===== config.mk =====
export PLATFORM = sky130hd
export DESIGN_NAME = hazard_unit_v2
export DESIGN_NICKNAME = d
export VERILOG_FILES = /design/src/rtl/hazard_unit_v2.sv
export SDC_FILE = /design/constraint.sdc
export NUM_CORES = 1
export LEC_CHECK = 0
export CAP_MARGIN = 20
export CORE_AREA = 10 10 118 120
export DETAILED_ROUTE_END_ITERATION = 12
export DIE_AREA = 0 0 128 130
export GPL_TIMING_DRIVEN = 0
export PLACE_DENSITY = 0.84
export SYNTH_ARGS = -nofsm -noshare
export SYNTH_HDL_FRONTEND = slang
export SYNTH_SLANG_ARGS = --single-unit

===== constraint.sdc =====
create_clock -name i_clk -period 9.52 [get_ports i_clk]
set_input_delay 0.952 -clock i_clk [delete_from_list [all_inputs] [get_ports i_clk]]
set_output_delay 0.952 -clock i_clk [all_outputs]
set_load 0.02 [all_outputs]

===== src/rtl/hazard_unit_v2.sv =====
`default_nettype none
// ============================================================================
// hazard_unit_v2 : load-use stall counter, ID-stage branch/jump resolution
//                  with EX/MEM operand forwarding, optional perf counters.
// Optional feature macro: HAZARD_PERF_CNT_EN (stall/flush saturating counters)
// Revision: 1.0
// ============================================================================
module hazard_unit_v2 #(
    parameter int N_BITS       = 32,
    parameter int N_BITS_REG   = 5,
    parameter int LOAD_LATENCY = 1,
    parameter int CNT_BITS     = 32
) (
    input  logic                  i_clk,
    input  logic                  i_reset,
    input  logic                  i_enable,
    input  logic [2:0]            i_branch,
    input  logic [N_BITS_REG-1:0] i_rs,
    input  logic [N_BITS_REG-1:0] i_rt,
    input  logic                  i_ID_EX_memRead,
    input  logic [N_BITS_REG-1:0] i_ID_EX_rt,
    input  logic                  i_wReg_ex,
    input  logic                  i_wReg_mem,
    input  logic [N_BITS_REG-1:0] i_Alu_rt,
    input  logic [N_BITS_REG-1:0] i_Mem_rt,
    input  logic [N_BITS-1:0]     i_dato_leido_1,
    input  logic [N_BITS-1:0]     i_dato_leido_2,
    input  logic [N_BITS-1:0]     i_dato_salida_ALU,
    input  logic [N_BITS-1:0]     i_dato_salida_mem,
    input  logic [N_BITS-1:0]     i_jump_direction,
    input  logic [N_BITS-1:0]     i_PC,
    output logic                  o_stall,
    output logic                  o_bubble,
    output logic                  o_flush,
    output logic                  o_PCSrc,
    output logic [N_BITS-1:0]     o_jump_direction,
    output logic [CNT_BITS-1:0]   o_stall_count,
    output logic [CNT_BITS-1:0]   o_flush_count
);

    localparam int            CW       = $clog2(LOAD_LATENCY + 1);
    localparam logic [CW-1:0] C_RELOAD = CW'(LOAD_LATENCY - 1);

    typedef enum logic [0:0] {ST_RUN = 1'b0, ST_STALL = 1'b1} state_t;

    state_t          r_state;
    logic [CW-1:0]   r_cnt;
    logic            w_load_use;
    logic            w_ex_rs, w_ex_rt, w_mem_rs, w_mem_rt;
    logic [N_BITS-1:0] w_op_a, w_op_b, w_target;
    logic            w_taken;

    assign w_load_use = i_ID_EX_memRead && (i_ID_EX_rt != '0) &&
                        ((i_rs == i_ID_EX_rt) || (i_rt == i_ID_EX_rt));

    // A load in EX has no result yet, so it must not forward its ALU value.
    assign w_ex_rs  = (i_rs != '0) && i_wReg_ex && !i_ID_EX_memRead && (i_rs == i_Alu_rt);
    assign w_ex_rt  = (i_rt != '0) && i_wReg_ex && !i_ID_EX_memRead && (i_rt == i_Alu_rt);
    assign w_mem_rs = (i_rs != '0) && i_wReg_mem && (i_rs == i_Mem_rt);
    assign w_mem_rt = (i_rt != '0) && i_wReg_mem && (i_rt == i_Mem_rt);

    assign w_op_a = w_ex_rs ? i_dato_salida_ALU : (w_mem_rs ? i_dato_salida_mem : i_dato_leido_1);
    assign w_op_b = w_ex_rt ? i_dato_salida_ALU : (w_mem_rt ? i_dato_salida_mem : i_dato_leido_2);

    always_comb begin
        w_taken  = 1'b0;
        w_target = i_jump_direction;
        case (i_branch)
            3'b001:  w_taken = (w_op_a == w_op_b);
            3'b010:  w_taken = (w_op_a != w_op_b);
            3'b011:  w_taken = 1'b1;
            3'b100: begin
                w_taken  = 1'b1;
                w_target = w_op_a;
            end
            default: w_taken = 1'b0;
        endcase
    end

    always_comb begin
        o_stall          = 1'b0;
        o_bubble         = 1'b0;
        o_flush          = 1'b0;
        o_PCSrc          = 1'b0;
        o_jump_direction = i_PC;
        if (!i_reset) begin
            if (r_state == ST_STALL || w_load_use) begin
                o_stall  = 1'b1;
                o_bubble = 1'b1;
            end else if (w_taken) begin
                o_flush          = 1'b1;
                o_PCSrc          = 1'b1;
                o_jump_direction = w_target;
            end
        end
    end

    // The detection cycle is the first stall cycle; STALL covers the rest.
    always_ff @(posedge i_clk) begin
        if (i_reset) begin
            r_state <= ST_RUN;
            r_cnt   <= '0;
        end else if (i_enable) begin
            case (r_state)
                ST_RUN: begin
                    if (w_load_use && (LOAD_LATENCY > 1)) begin
                        r_state <= ST_STALL;
                        r_cnt   <= C_RELOAD;
                    end
                end
                ST_STALL: begin
                    if (r_cnt <= CW'(1)) begin
                        r_state <= ST_RUN;
                        r_cnt   <= '0;
                    end else begin
                        r_cnt <= r_cnt - CW'(1);
                    end
                end
                default: begin
                    r_state <= ST_RUN;
                    r_cnt   <= '0;
                end
            endcase
        end
    end

`ifdef HAZARD_PERF_CNT_EN
    logic [CNT_BITS-1:0] r_stall_count, r_flush_count;

    always_ff @(posedge i_clk) begin
        if (i_reset) begin
            r_stall_count <= '0;
            r_flush_count <= '0;
        end else if (i_enable) begin
            if (o_stall && (r_stall_count != '1)) r_stall_count <= r_stall_count + CNT_BITS'(1);
            if (o_flush && (r_flush_count != '1)) r_flush_count <= r_flush_count + CNT_BITS'(1);
        end
    end

    assign o_stall_count = r_stall_count;
    assign o_flush_count = r_flush_count;
`else
    assign o_stall_count = '0;
    assign o_flush_count = '0;
`endif

endmodule
`default_nettype wire


==> flow_metrics.py <==
metrics = {
    "status": {
        "run_status": "completed",
    },
    "detailed_routing": {
        "vias": 5486,
        "drt-pass1-iter-count": 5,
        "totalWireLength_mm": 21.5,
        "final_antenna_net_count": 0,
        "remaining_drc_errors": 0,
        "post_drt_wl_per_cell_um": 20.6,
        "post_drt_via_cell_ratio": 5.25,
        "detail_route.iter0.violations": 615,
    },
    "global_route": {
        "grt_pass1_wl_mm": 30.9,
        "grt_overflow_total": 0,
        "grt_max_degree": 12,
        "total_track_usage": 0.233,
        "grt_antenna_before_repair": 0,
        "number_of_global_route_vias_before_repair": 5547,
    },
    "sta": {
        "final_hold_viol_count": 0,
        "setup_viol_count_final": 0,
        "slew_headroom": 0.381,
        "slew_viol_final": 0,
        "grt_setup_unrepaired": "no",
        "period_needed_ns": 7.03,
        "fin_tns_setup_ns": 0,
        "worst_pin_slew_ns": 0.929,
        "timing.final.ws_setup_ns": 2.49,
        "min_period_over_period": 0.738,
        "clock.fmax_mhz": 142,
    },
    "setup_path": {
        "critPathArrivalTime_ns": 6.08,
        "cp.depth": 14,
        "cp_num_buf_inv": 4,
        "kind_of_critical_path": "in2out",
        "worstSetupStartpoint": "i_rs[1]",
        "critical_path.startpoint_type": "input pin",
        "critPathMaxStageDelay_ns": 0.60,
        "required_ns": 8.57,
        "critical_path_cell_by_cell": "clkdlybuf4s50_1 -> or4_4 -> o211ai_1 -> clkbuf_1 -> o21ai_1 -> a31oi_1 -> xnor2_1 -> nand4_1 -> nor4_2 -> nand4_1 -> nand3_4 -> buf_6 -> mux2_1 -> clkdlybuf4s50_1",
        "timing.critical_path.max_delay_family": "buffers and inverters",
        "setup.worst_path.end": "o_jump_direction[0]",
        "cp_slowest_cell": "sky130_fd_sc_hd__or4_4",
        "critPathCaptureType": "output pin",
        "path_max_fanout": 11,
    },
    "final_layout": {
        "seq_cell_count": 0,
        "commonest_non_fill_non_tap_cell_in_the_layout": "sky130_fd_sc_hd__clkdlybuf4s50_1",
        "insertedDiodeCount": 0,
        "most-common-layout-cells": "sky130_fd_sc_hd__clkdlybuf4s50_1 (258), sky130_fd_sc_hd__buf_4 (70), sky130_fd_sc_hd__nor3_1 (66)",
        "area_growth_syn_to_layout_pct": 76.6,
        "register_area_um2": 0,
        "finalNonFillerCells": 1044,
        "num-clock-buffers": 0,
        "drive_above_1_share": 0.159,
        "final_nets": 1125,
    },
    "floorplanning": {
        "floorplan.core_area_um2": 11700,
        "row_count": 40,
        "die_area_um2": 16600,
        "die_w_um": 128,
        "die_height_um": 130,
        "floorplan.initialDensity": 0.335,
        "io_pins": 326,
    },
    "pwr": {
        "power.leakage_nw": 2.60,
        "peak_ir_drop_on_the_vdd_network_mv": 0.0314,
        "power.density_nw_per_um2": 50.3,
        "total_power_mw": 0.349,
    },
    "logic_synthesis": {
        "synth.cell_area_um2": 3930,
        "synth_cells": 575,
        "synth_cell_types": 39,
        "post_synth.cell_area_avg_um2": 6.83,
        "yosysWarnings": 0,
        "synth_seq_area_share": 0,
    },
    "placement": {
        "io_buffers": 258,
        "post-place-ws_ns": 2.32,
        "dp_cells": 1043,
        "hpwl_mm": 17.7,
        "gp_weighted_congestion": 0.917,
    },
    "clock_network": {
        "cts.hold.buffers_added": 0,
        "cts-resized-gates": 0,
        "cts_post_setup_buffers_inserted": 0,
    },
    "job": {
        "maxCapViolations": 0,
    },
    "min_path": {
        "min_path_type": "in2out",
    },
}
==> metal layers <==
| metal | GRT usage | vias up | share of wire |
|---|---|---|---|
| li1 | - | 2616 | - |
| met1 | 0.265 | 2433 | 0.37 |
| met2 | 0.416 | 395 | 0.49 |
| met3 | 0.0751 | 42 | 0.12 |
| met4 | 0.0517 | 0 | 0.025 |
| met5 | 0 | - | 0 |
==> logic make-up after synthesis <==
group                     count (synthesis)  synth area share
AOI/OAI and AO/OA                       136             0.205
xor gates and xnor gates                 62             0.138
buffers and inverters                   150             0.218
muxes                                    64             0.203
other                                     1          0.000955
and+or+nand+nor                         162             0.235
==> per-stage QoR <==
stage | utilization | area, um^2 | hold slack [ns]
6_report | 0.592 | 6940 | 2.97
5_1_grt | 0.592 | 6940 | 2.99
4_1_cts | 0.592 | 6930 | 2.97
3_5_place_dp | 0.592 | 6930 | 2.97
3_3_place_gp | 0.592 | 6930 | 2.97
2_1_floorplan | - | 4160 | 1.99
==> power by group <==
group	switching [mW]	internal (mW)	total, mW	leakage [nW]
registers	0	0	0	0
logic	0.165	0.184	0.349	2.60
clock network	0	0	0	0
total	0.165	0.184	0.349	2.60
==> synth_stat cells (3+ instances only) <==
cell,instances,share of area
sky130_fd_sc_hd__xnor2_1,53,0.12
sky130_fd_sc_hd__mux2_1,9,0.026
sky130_fd_sc_hd__buf_2,5,0.0064
sky130_fd_sc_hd__buf_6,3,0.0086
sky130_fd_sc_hd__o21ai_1,10,0.013
sky130_fd_sc_hd__mux2_4,20,0.076
sky130_fd_sc_hd__mux2_2,35,0.10
sky130_fd_sc_hd__inv_1,32,0.031
sky130_fd_sc_hd__nand3_1,34,0.043
sky130_fd_sc_hd__or3_1,32,0.051
sky130_fd_sc_hd__o21ai_0,54,0.069
sky130_fd_sc_hd__a31oi_1,63,0.10
sky130_fd_sc_hd__buf_4,70,0.13
sky130_fd_sc_hd__nand4_1,12,0.019
sky130_fd_sc_hd__xor2_1,9,0.020
sky130_fd_sc_hd__clkbuf_1,40,0.038
sky130_fd_sc_hd__nor3_1,66,0.084
==> worst min path at each step <==
stage             from        to  slack (ns)  cells after the start
2_1_floorplan  i_reset  o_bubble        1.99                      1
3_3_place_gp   i_reset  o_bubble        2.97                      3
3_5_place_dp   i_reset  o_bubble        2.97                      3
4_1_cts        i_reset  o_bubble        2.97                      3
5_1_grt        i_reset  o_bubble        2.99                      3
6_report       i_reset  o_bubble        2.97                      3
==> area by class of cell <==
class / instances / area (um^2)
buffer: 118 / 734
fill: 1124 / 4780
inverter: 32 / 120
multi-input combinational: 488 / 3310
tap: 147 / 184
timing repair buffer: 259 / 2590
Note: power is estimated with default switching activity, not from simulation.
